==> config.mk <==
export PLATFORM = sky130hd
export DESIGN_NAME = iob_wishbone2iob
export DESIGN_NICKNAME = d
export VERILOG_FILES = /design/src/rtl/iob_wishbone2iob.sv
export SDC_FILE = /design/constraint.sdc
export NUM_CORES = 1
export LEC_CHECK = 0
export CORE_ASPECT_RATIO = 1.2
export CORE_MARGIN = 5
export CORE_UTILIZATION = 31
export DETAILED_ROUTE_END_ITERATION = 16
export SLEW_MARGIN = 20
export SYNTH_ARGS = -nofsm -noshare
export SYNTH_HDL_FRONTEND = slang
export SYNTH_SLANG_ARGS = --single-unit
==> constraint.sdc <==
create_clock -name clk_i -period 5.2 [get_ports clk_i]
set_clock_uncertainty 0.2 [all_clocks]
set_input_delay 0.78 -clock clk_i [delete_from_list [all_inputs] [get_ports clk_i]]
set_output_delay 0.78 -clock clk_i [all_outputs]
set_load 0.03 [all_outputs]
==> src/rtl/iob_wishbone2iob.sv <==
// Wishbone classic slave to IOb native master bridge. One transaction in flight;
// every output comes from a register, so there is no combinational path from wb to iob.
module iob_wishbone2iob #(
    parameter int ADDR_W    = 32,
    parameter int DATA_W    = 32,
    parameter int TIMEOUT_W = 8
) (
    input  logic                clk_i,
    input  logic                arst_n_i,
    input  logic                cke_i,
    input  logic [ADDR_W-1:0]   wb_adr_i,
    input  logic [DATA_W/8-1:0] wb_sel_i,
    input  logic                wb_we_i,
    input  logic                wb_cyc_i,
    input  logic                wb_stb_i,
    input  logic [DATA_W-1:0]   wb_dat_i,
    output logic [DATA_W-1:0]   wb_dat_o,
    output logic                wb_ack_o,
    output logic                wb_err_o,
    output logic                iob_avalid_o,
    output logic [ADDR_W-1:0]   iob_addr_o,
    output logic [DATA_W-1:0]   iob_wdata_o,
    output logic [DATA_W/8-1:0] iob_wstrb_o,
    input  logic                iob_ready_i,
    input  logic                iob_rvalid_i,
    input  logic [DATA_W-1:0]   iob_rdata_i,
    output logic [2:0]          dbg_state_o
);

    // Handshakes: Wishbone side completes a cycle with a single-cycle wb_ack_o or
    // wb_err_o while cyc&stb are high; IOb side transfers a request on the cycle
    // where iob_avalid_o and iob_ready_i are both 1, and read data on iob_rvalid_i.

    typedef enum logic [2:0] {
        IDLE   = 3'd0,
        REQ    = 3'd1,
        RDWAIT = 3'd2,
        ACK    = 3'd3,
        ERR    = 3'd4
    } state_t;

    localparam int CNT_W = (TIMEOUT_W > 0) ? TIMEOUT_W : 1;
    // Counter value whose increment reaches 2^TIMEOUT_W-1 and fires the timeout.
    localparam logic [CNT_W-1:0] CNT_LAST = ~CNT_W'(1);

    state_t             state_q, state_d;
    logic [CNT_W-1:0]   cnt_q, cnt_d;
    logic               abort_q, abort_d;
    logic               we_q;
    logic               avalid_d, ack_d, err_d, latch_en;
    logic [DATA_W-1:0]  dat_d;
    logic               wb_active;
    logic               timeout_hit;

    assign wb_active   = wb_cyc_i & wb_stb_i;
    assign timeout_hit = (TIMEOUT_W > 0) && (cnt_q == CNT_LAST);
    assign dbg_state_o = state_q;

    always_comb begin
        state_d  = state_q;
        cnt_d    = cnt_q;
        abort_d  = abort_q;
        avalid_d = iob_avalid_o;
        ack_d    = 1'b0;
        err_d    = 1'b0;
        dat_d    = wb_dat_o;
        latch_en = 1'b0;
        if ((state_q == REQ || state_q == RDWAIT) && !wb_cyc_i) begin
            abort_d = 1'b1;
        end
        case (state_q)
            IDLE: begin
                dat_d = '0;
                // The cycle carrying the previous ack/err still has stb high; skip it.
                if (wb_active && !wb_ack_o && !wb_err_o) begin
                    latch_en = 1'b1;
                    avalid_d = 1'b1;
                    cnt_d    = '0;
                    abort_d  = 1'b0;
                    state_d  = REQ;
                end
            end
            REQ: begin
                cnt_d = cnt_q + CNT_W'(1);
                if (iob_ready_i) begin
                    avalid_d = 1'b0;
                    state_d  = we_q ? ACK : RDWAIT;
                end else if (timeout_hit) begin
                    avalid_d = 1'b0;
                    state_d  = ERR;
                end
            end
            RDWAIT: begin
                cnt_d = cnt_q + CNT_W'(1);
                if (iob_rvalid_i) begin
                    dat_d   = iob_rdata_i;
                    state_d = ACK;
                end else if (timeout_hit) begin
                    state_d = ERR;
                end
            end
            ACK: begin
                ack_d = wb_active & ~abort_q;
                if (!ack_d) begin
                    dat_d = '0;
                end
                state_d = IDLE;
            end
            ERR: begin
                err_d   = wb_active & ~abort_q;
                dat_d   = '0;
                state_d = IDLE;
            end
            default: begin
                avalid_d = 1'b0;
                state_d  = IDLE;
            end
        endcase
    end

    always_ff @(posedge clk_i or negedge arst_n_i) begin
        if (!arst_n_i) begin
            state_q      <= IDLE;
            cnt_q        <= '0;
            abort_q      <= 1'b0;
            we_q         <= 1'b0;
            wb_dat_o     <= '0;
            wb_ack_o     <= 1'b0;
            wb_err_o     <= 1'b0;
            iob_avalid_o <= 1'b0;
            iob_addr_o   <= '0;
            iob_wdata_o  <= '0;
            iob_wstrb_o  <= '0;
        end else if (cke_i) begin
            state_q      <= state_d;
            cnt_q        <= cnt_d;
            abort_q      <= abort_d;
            wb_dat_o     <= dat_d;
            wb_ack_o     <= ack_d;
            wb_err_o     <= err_d;
            iob_avalid_o <= avalid_d;
            if (latch_en) begin
                we_q        <= wb_we_i;
                iob_addr_o  <= wb_adr_i;
                iob_wdata_o <= wb_dat_i;
                iob_wstrb_o <= wb_we_i ? wb_sel_i : '0;
            end
        end
    end

endmodule
==> run_results.csv, run 1 <==
group,metric,value,unit
power,powerDensity,679,nW/um2
global_routing,grt_pass1_wl,20.6,mm
clock_network,htree_levels,4,
global_routing,antenna_found_initial,0,
route,drt_wl_total,13.4,mm
global_routing,grt_max_degree,79,
route,ant_nets,0,
clock_network,worstSkewPairLatency,410,ps
clock_network,post_cts_resized,0,
cells_and_area,fin_cells,831,
place,place_congestion,0.807,
timing,slew_headroom,29.6,%
timing,finalSetupTns,0,ps
timing,report.final.slew_viol_count,0,
logic_synthesis,synth_seq_cells,116,
critical_path,critPathLaunchType,"input pin",
floorplanning,die-height,151,um
floorplanning,start_util,31.6,%
logic_synthesis,ys.flop_type,"dfrtp_1",
global_routing,grt_pass1_vias,3983,
logic_synthesis,yosysWarnings,0,
job,cap_violations,0,
floorplanning,fp-row-count,51,
timing,tightest_slew,1060,ps
place,portBuffers,213,
floorplanning,dieArea,19300,um2
place,dpl.hpwl,9.79,mm
cells_and_area,syn_to_final_growth,55.1,%
floorplanning,die_x,128,um
route,vias,3734,
power,power.leakage,3.59,nW
outcome,status,"complete, no violations",
critical_path,cp-end-kind,"register",
cells_and_area,drive_gt1_share,17.4,%
route,drt_iter0_drc,152,
timing,setup_viol,0,
critical_path,critPathKind,"input pin to register",
critical_path,path_cells,"clkdlybuf4s50_1 > and2b_1 > nand3_4 > buf_4 > mux2_4",
timing,hold_viol,0,
clock_network,cts.clk_slew.worst_paths,50,ps
logic_synthesis,synth_edf_count,0,
logic_synthesis,synth_cells,390,
timing,fin_crit_sh,61.1,%
logic_synthesis,ys_seq_area_share,56.4,%
clock_network,cts-root-buf,"clkbuf_16",
clock_network,cts_tree,"yes",
cells_and_area,nets,716,
critical_path,arrival,3270,ps
hold_path,hold_path_class,"input pin to async pin",
critical_path,cpPeakStageDelay,650,ps
clock_network,clockBufferDepth,2,
route,drt-wirelength-per-cell,16.1,um
global_routing,track_usage,13.6,%
cells_and_area,fillCellCount,1471,
cells_and_area,num_antenna_cells,0,
global_routing,grt_overflow_total,0,
critical_path,slowest_stage,"clkdlybuf4s50_1",
logic_synthesis,syn_area_per_cell,13.2,um2
clock_network,ctsHoldBuffers,0,
logic_synthesis,netlist_area,5140,um2
critical_path,cp_max_fo,48,
power,ir_worst_vdd,0.260,mV
route,viasPerCell,4.49,
floorplanning,io-pin-count,214,
logic_synthesis,synth.distinct_cells,41,
route,drt_first_pass_iters,4,
floorplanning,design.core.area,16300,um2
clock_network,cts_made_buffers,17,
critical_path,crit_required,5290,ps
clock_network,clock-sinks,116,
clock_network,postCtsSetupBuffers,0,
timing,rsz0062_at_grt,"no",
timing,period_needed,3180,ps
place,dp.cells,799,
logic_synthesis,synth_fp_nets,500,
route,drc,0,
timing,max_clock_freq,315,MHz
logic_synthesis,async_flop_share,100,%
## path summary, 6_finish.rpt
kind	startpoint	end	slack (ps)	depth (start not counted)
setup / recovery	cke_i	iob_wdata_o[10]	2020	5
hold / removal	arst_n_i	wb_dat_o[7]	170	1
setup reg to reg	dbg_state_o[2]	iob_wdata_o[10]	2560	4
hold reg to reg	iob_wstrb_o[0]	iob_wstrb_o[0]	270	2
max in group asynchronous	arst_n_i	wb_dat_o[25]	3570	2
min in group clk_i	iob_wstrb_o[0]	iob_wstrb_o[0]	270	2
## cell type report
type / count / area [um2] / area share (%)
sequential: 116 / 2900 / 36.4
timing repair buffer: 216 / 2160 / 27.0
multi-input combinational: 214 / 1910 / 23.9
clock buffer: 22 / 464 / 5.82
tap: 212 / 265 / 3.32
inverter: 41 / 154 / 1.93
clock inverter: 10 / 130 / 1.63
## cell families (layout without fill, tap and decap cells)
group                      Yosys count  count (layout)  share of synthesized area, %
buffers and inverters               60             289                          6.69
AOI/OAI and AO/OA                   36              36                          4.55
muxes                               97              97                          24.2
adders and majority gates            2               2                         0.486
DFF                                116             116                          56.4
and+or+nand+nor                     78              78                          7.51
xor gates and xnor gates             1               1                         0.170
## through the flow
stage | hold slack [ps] | instance area (um2) | util [%] | power [mW] | worst slack, ps
floorplan | 284 | 5140 | - | 3.19 | 2970
global placement | 266 | 7380 | 45.3 | 4.23 | 1640
detailed placement | 275 | 7380 | 45.4 | 4.28 | 1580
CTS | 286 | 7980 | 49.0 | 5.49 | 2020
global route | 231 | 7980 | 49.0 | 5.70 | 1900
finish | 174 | 7980 | 49.0 | 5.41 | 2020
## metal layers
layer,vias to the layer above,share of wire (%),track usage [%]
met4,0,2.6,6.21
met5,-,0,0
met3,23,8.6,5.47
met2,160,48,21.7
met1,1806,40,16.3
li1,1745,-,-
## power by group
part | total (mW) | internal [mW] | switching, mW | leakage (nW)
combinational | 2.66 | 1.23 | 1.42 | 1.85
clock | 1.17 | 0.773 | 0.397 | 0.290
sequential | 1.59 | 1.32 | 0.265 | 1.45
## flip-flops by register name, indices dropped and copies added (netlist names)
signal and count:
abort_q 1, cnt_q 8, dbg_state_o 3, iob_addr_o 32, iob_avalid_o 1, iob_wdata_o 32
iob_wstrb_o 4, wb_ack_o 1, wb_dat_o 32, wb_err_o 1, we_q 1
## cells in the mapped netlist, drive strengths merged (4+ instances only)
cell type | instances | share of area (%)
nand4 | 4 | 0.49
nand2 | 47 | 3.5
dfrtp | 116 | 56
buf | 19 | 3.7
inv | 41 | 3.0
a21oi | 10 | 0.97
nand3 | 4 | 0.63
o21ai | 12 | 1.2
nor2 | 6 | 0.58
mux2 | 65 | 18
mux2i | 32 | 6.2
or3 | 5 | 0.61
## worst max-delay path: cells and delay by family
kind	cells	cell delay, ps
AND/OR/NAND/NOR	2	960
buffers and inverters	2	1150
multiplexers	1	330
## cell usage in the layout (no fill, tap or decap), drive strengths merged, types with 2 or more instances in the layout
cell type,instances
a21oi,10
a2bb2oi,2
and3b,2
buf,4
bufinv,3
clkbuf,22
clkdlybuf4s50,212
clkinv,5
clkinvlp,2
dfrtp,116
ha,2
inv,41
mux2,65
mux2i,32
nand2,47
nand3,4
nand4,4
nor2,6
nor3,2
o2111ai,3
o21ai,12
o31ai,2
or2,3
or3,5
(Power assumes the default switching activity.)
==> inputs of run 2 (changes only) <==
- clock period: 5.2 -> 3.1 ns (I/O delays scaled with it)
==> run 2 against run 1 <==
Combinational power grew 68%; sequential cell count is the same; critical path depth shrank 4; setup slack lost 1400 ps; die area is the same.
==> run_results.csv, run 2 (same netlist as run 1, synthesis figures left out) <==
group,metric,value,unit
timing,hold_viol,0,
floorplanning,start_util,31.6,%
power,switching_share,37.6,%
clock_network,clock-sinks,116,
floorplanning,io-pin-count,214,
clock_network,post_cts_resized,0,
power,ir_worst_vdd,0.518,mV
timing,period_needed,2430,ps
clock_network,cts-root-buf,"clkbuf_16",
critical_path,r2r_slack,960,ps
timing,rsz0062_at_grt,"no",
outcome,status,"complete, no violations",
critical_path,reg2reg_to,"iob_wdata_o[30]",
place,dp.cells,804,
global_routing,grt_max_degree,71,
cells_and_area,drive_gt1_share,18.4,%
clock_network,clockBufferDepth,2,
route,ant_nets,0,
route,vias,3720,
job,cap_violations,0,
global_routing,grt_pass1_vias,4106,
route,drt_first_pass_iters,4,
timing,max_clock_freq,411,MHz
timing,tightest_slew,556,ps
cells_and_area,fin_util,50.0,%
power,powerDensity,1150,nW/um2
clock_network,htree_levels,4,
global_routing,grt_overflow_total,0,
timing,slew_headroom,63.0,%
floorplanning,dieArea,19300,um2
floorplanning,die-height,151,um
timing,fin_ws,669,ps
route,viasPerCell,4.44,
floorplanning,die_x,128,um
critical_path,crit_family,"buffers and inverters",
place,dpl.hpwl,10.1,mm
route,drt-wirelength-per-cell,16.1,um
critical_path,crit_buf_inv,1,
timing,setup_viol,0,
global_routing,antenna_found_initial,0,
route,drc,0,
critical_path,cpPeakStageDelay,770,ps
critical_path,path_cells,"clkdlybuf4s50_1",
floorplanning,fp-row-count,51,
global_routing,track_usage,13.9,%
critical_path,critPathLaunchType,"register",
power,p_int,5.83,mW
route,drt_iter0_drc,97,
clock_network,cts_tree,"yes",
cells_and_area,nets,722,
critical_path,slowest_stage,"clkdlybuf4s50_1",
critical_path,ff2ff_path_depth,4,
hold_path,hold_depth,2,
place,place_worst_setup_slack,477,ps
place,portBuffers,213,
clock_network,ctsHoldBuffers,1,
cells_and_area,final_common_cell,"clkdlybuf4s50_1",
cells_and_area,syn_to_final_growth,58.1,%
hold_path,min_from,"iob_wstrb_o[0]",
clock_network,cts_made_buffers,17,
critical_path,critPathKind,"register to output pin",
timing,report.final.slew_viol_count,0,
hold_path,holdPathEnd,"iob_wstrb_o[0]",
critical_path,crit_required,2430,ps
floorplanning,design.core.area,16300,um2
clock_network,worstSkewPairLatency,400,ps
power,p_seq_share,28.4,%
place,place_congestion,0.756,
clock_network,postCtsSetupBuffers,0,
route,drt_wl_total,13.5,mm
cells_and_area,mostFrequentLayoutCells,"212 x clkdlybuf4s50_1, 116 x dfrtp_1, 51 x mux2_4",
clock_network,cts.clk_slew.worst_paths,50,ps
hold_path,hold_path_class,"register to register",
cells_and_area,fin_cells,837,
cells_and_area,num_antenna_cells,0,
power,power.leakage,3.67,nW
critical_path,r2r_start,"dbg_state_o[2]",
power,comb_power_share,47.9,%
timing,fin_crit_sh,78.4,%
global_routing,grt_pass1_wl,21.0,mm
timing,finalSetupTns,0,ps
critical_path,cp_max_fo,12,
power,pwr-share-clk,23.7,%
critical_path,cp-end-kind,"output pin",
power,switching_power,3.52,mW
cells_and_area,reg.largest.list,"iob_addr_o (32), iob_wdata_o (32), wb_dat_o (32)",
critical_path,arrival,1770,ps
==> run 2: changes by cell type in the layout (fill, tap and decap cells not counted), sizes merged <==
cell | previous run | this run
bufinv | 3 | 6
dlygate4sd3 | 0 | 1
inv | 41 | 42
clkinvlp | 2 | 1
buf | 4 | 9
clkbuf | 22 | 19
==> run 2: layer usage <==
metal  GRT usage [%]  part of all wire, %  up-vias
li1                -                    -     1776
met1            15.5                   39     1779
met2            23.3                   50      141
met3            5.57                  8.5       24
met4            6.53                  2.6        0
met5               0                    0        -
==> run 2: power groups by stage <==
| stage | clock, mW | combinational (mW) | sequential (mW) |
|---|---|---|---|
| 2_1_floorplan | 0 | 1.42 | 3.92 |
| 3_3_place_gp | 0 | 4.46 | 2.66 |
| 3_5_place_dp | 0 | 4.53 | 2.67 |
| 4_1_cts | 2.27 | 4.54 | 2.67 |
| 5_1_grt | 2.35 | 4.73 | 2.75 |
| 6_report | 2.22 | 4.48 | 2.66 |
==> run 2: how the worst max path moves through the flow <==
stage	from	end	slack, ps	cells after the start
final	dbg_state_o[1]	dbg_state_o[1]	670	1
after CTS	dbg_state_o[0]	dbg_state_o[0]	630	1
after global placement	wb_cyc_i	iob_wdata_o[29]	520	5
after global routing	dbg_state_o[0]	dbg_state_o[0]	540	1
after floorplan	dbg_state_o[2]	iob_addr_o[0]	1160	6
after detailed placement	wb_cyc_i	iob_wdata_o[9]	480	5
==> run 2: through the flow <==
stage	cell area, um2	hold WS (ps)	total power, mW
2_1_floorplan	5140	-30.6	5.35
3_3_place_gp	7450	264	7.12
3_5_place_dp	7450	270	7.20
4_1_cts	8130	282	9.48
5_1_grt	8130	313	9.83
6_report	8130	275	9.35
==> run 2: final cells by class <==
class | count | area (um2)
repair buffers | 222 | 2240
multi-input cells | 214 | 1900
inverters | 41 | 154
flip-flops and latches | 116 | 2900
clock inverters | 13 | 229
well taps | 212 | 265
clock buffers | 19 | 443
fillers | 1468 | 8140
==> run 2: worst register-to-register path, cell delays in order (launching register included) <==
cell and delay [ps]:
dfrtp_1 440, and2b_1 400, nand3_4 320, buf_4 340, mux2_4 320
==> inputs of run 3 (changes only) <==
- clock period: 3.1 -> 2.1 ns (I/O delays scaled with it)
==> run 3 against run 2 <==
Routed wire length grew 2.0%; die area stayed put; worst hold slack lost 210 ps; utilization rose by 0.56 points; clock-buffer cell count increased by 3; via count rose by 0.78%; sequential power grew 47%; first-iteration DRC count up 30%; power increased by 45%; register-to-register slack worse by 800 ps; setup slack worse by 550 ps; critical path type unchanged; critical endpoint is now iob_wdata_o[24].
==> run_results.csv, run 3 (same netlist as run 1, synthesis figures left out) <==
group,metric,value,unit
outcome,status,"complete, no violations",
clock_network,clock-sinks,116,
place,place_congestion,0.784,
hold_path,hold_path_class,"input pin to async pin",
critical_path,critPathLaunchType,"register",
route,vias,3749,
timing,hold_viol,0,
clock_network,postCtsSetupBuffers,0,
critical_path,r2r_start,"dbg_state_o[0]",
floorplanning,die_x,128,um
critical_path,cp-end-kind,"output pin",
floorplanning,die-height,151,um
cells_and_area,design_area,8220,um2
floorplanning,fp-row-count,51,
route,viasPerCell,4.42,
cells_and_area,num_antenna_cells,0,
power,pwr-share-clk,22.0,%
critical_path,arrival,1470,ps
route,drt-wirelength-per-cell,16.2,um
route,drc,0,
power,switching_share,38.1,%
critical_path,crit_required,1580,ps
global_routing,grt_pass1_wl,21.8,mm
timing,tightest_slew,397,ps
floorplanning,dieArea,19300,um2
power,p_seq_share,28.8,%
timing,fin_crit_sh,94.4,%
place,dpl.hpwl,10.3,mm
cells_and_area,final_common_cell,"clkdlybuf4s50_1",
critical_path,reg2reg_to,"dbg_state_o[0]",
critical_path,critPathKind,"register to output pin",
critical_path,cp.depth,1,
clock_network,cts-root-buf,"clkbuf_16",
critical_path,r2r_slack,160,ps
place,place_worst_setup_slack,-136,ps
timing,fin_ws,117,ps
clock_network,cts_made_buffers,17,
timing,rsz0062_at_grt,"no",
cells_and_area,syn_to_final_growth,59.8,%
route,drt_iter0_drc,126,
place,placed_cell_area,7600,um2
critical_path,slowest_stage,"clkdlybuf4s50_1",
power,total_power,13.6,mW
critical_path,crit_buf_inv,1,
cells_and_area,fillCellCount,1434,
timing,setup_viol,0,
route,ant_nets,0,
timing,slew_headroom,73.5,%
global_routing,grt_max_degree,65,
global_routing,grt_overflow_total,0,
place,portBuffers,213,
job,cap_violations,0,
power,comb_power_share,49.2,%
timing,report.final.slew_viol_count,0,
global_routing,antenna_found_initial,0,
floorplanning,io-pin-count,214,
timing,finalSetupTns,0,ps
power,switching_power,5.18,mW
critical_path,cpPeakStageDelay,700,ps
floorplanning,design.core.area,16300,um2
global_routing,grt_pass1_vias,4171,
timing,period_needed,1980,ps
cells_and_area,drive_gt1_share,20.1,%
power,ir_worst_vdd,0.883,mV
floorplanning,start_util,31.6,%
power,p_int,8.42,mW
clock_network,htree_levels,4,
critical_path,crit_family,"buffers and inverters",
power,powerDensity,1650,nW/um2
cells_and_area,nets,735,
clock_network,clockBufferDepth,2,
timing,hold_ws,68.0,ps
power,power.leakage,3.74,nW
clock_network,cts_tree,"yes",
clock_network,cts.clk_slew.worst_paths,60,ps
critical_path,cp_max_fo,2,
critical_path,ff2ff_path_depth,4,
cells_and_area,mostFrequentLayoutCells,"209 x clkdlybuf4s50_1, 116 x dfrtp_1, 51 x mux2_4",
route,drt_first_pass_iters,4,
clock_network,worstSkewPairLatency,400,ps
timing,max_clock_freq,504,MHz
route,drt_wl_total,13.8,mm
critical_path,path_cells,"clkdlybuf4s50_1",
global_routing,track_usage,14.4,%
cells_and_area,reg.largest.list,"iob_addr_o (32), iob_wdata_o (32), wb_dat_o (32)",
-- run 3: cell count changes in the layout (fill, tap and decap cells not counted), sizes merged --
cell,delta
clkinv,-1
clkbuf,+3
clkinvlp,+1
buf,+13
dlygate4sd2,+3
clkdlybuf4s50,-3
inv,-1
bufinv,-3
-- run 3: worst max-delay path by stage --
stage | start | endpoint | slack, ps
6_report | iob_wdata_o[24] | iob_wdata_o[24] | 120
5_1_grt | dbg_state_o[0] | dbg_state_o[0] | 40
4_1_cts | iob_wdata_o[16] | iob_wdata_o[16] | 70
2_1_floorplan | dbg_state_o[2] | iob_addr_o[0] | 160
3_3_place_gp | wb_cyc_i | cnt_q[7] | -80
3_5_place_dp | wb_cyc_i | cnt_q[3] | -140
-- run 3: timing repair --
action | in CTS | in global routing
gates resized for setup | 3 | 0
endpoints found under the setup margin | 3 | 0
endpoints found under the hold margin | 116 | 0
hold buffers | 1 | 0
-- run 3: routing by layer --
| layer | vias up | part of all wire (%) | GRT usage [%] |
|---|---|---|---|
| li1 | 1782 | - | - |
| met1 | 1818 | 39 | 16.8 |
| met2 | 132 | 51 | 24.1 |
| met3 | 17 | 8.3 | 5.61 |
| met4 | 0 | 1.6 | 5.36 |
| met5 | - | 0 | 0 |
-- run 3: cell type report --
cell class                 count  area (um2)  area share (%)
sequential                   116        2900            35.3
inverter                      41         154            1.87
clock inverter                 9         125            1.52
timing repair buffer         235        2380            29.0
tap                          212         265            3.23
clock buffer                  22         494            6.01
multi-input combinational    214        1900            23.1
-- run 3: per-stage QoR --
step	utilization [%]	instances
floorplan	-	390
global placement	46.7	817
detailed placement	46.7	817
CTS	50.5	849
global route	50.5	849
finish	50.5	849
-- run 3: power groups by stage --
stage | combinational (mW) | clock (mW) | sequential [mW]
after floorplan | 2.10 | 0 | 5.79
after global placement | 6.67 | 0 | 3.92
after detailed placement | 6.78 | 0 | 3.94
after CTS | 6.79 | 3.08 | 3.93
after global routing | 7.06 | 3.17 | 4.06
final | 6.69 | 2.99 | 3.92
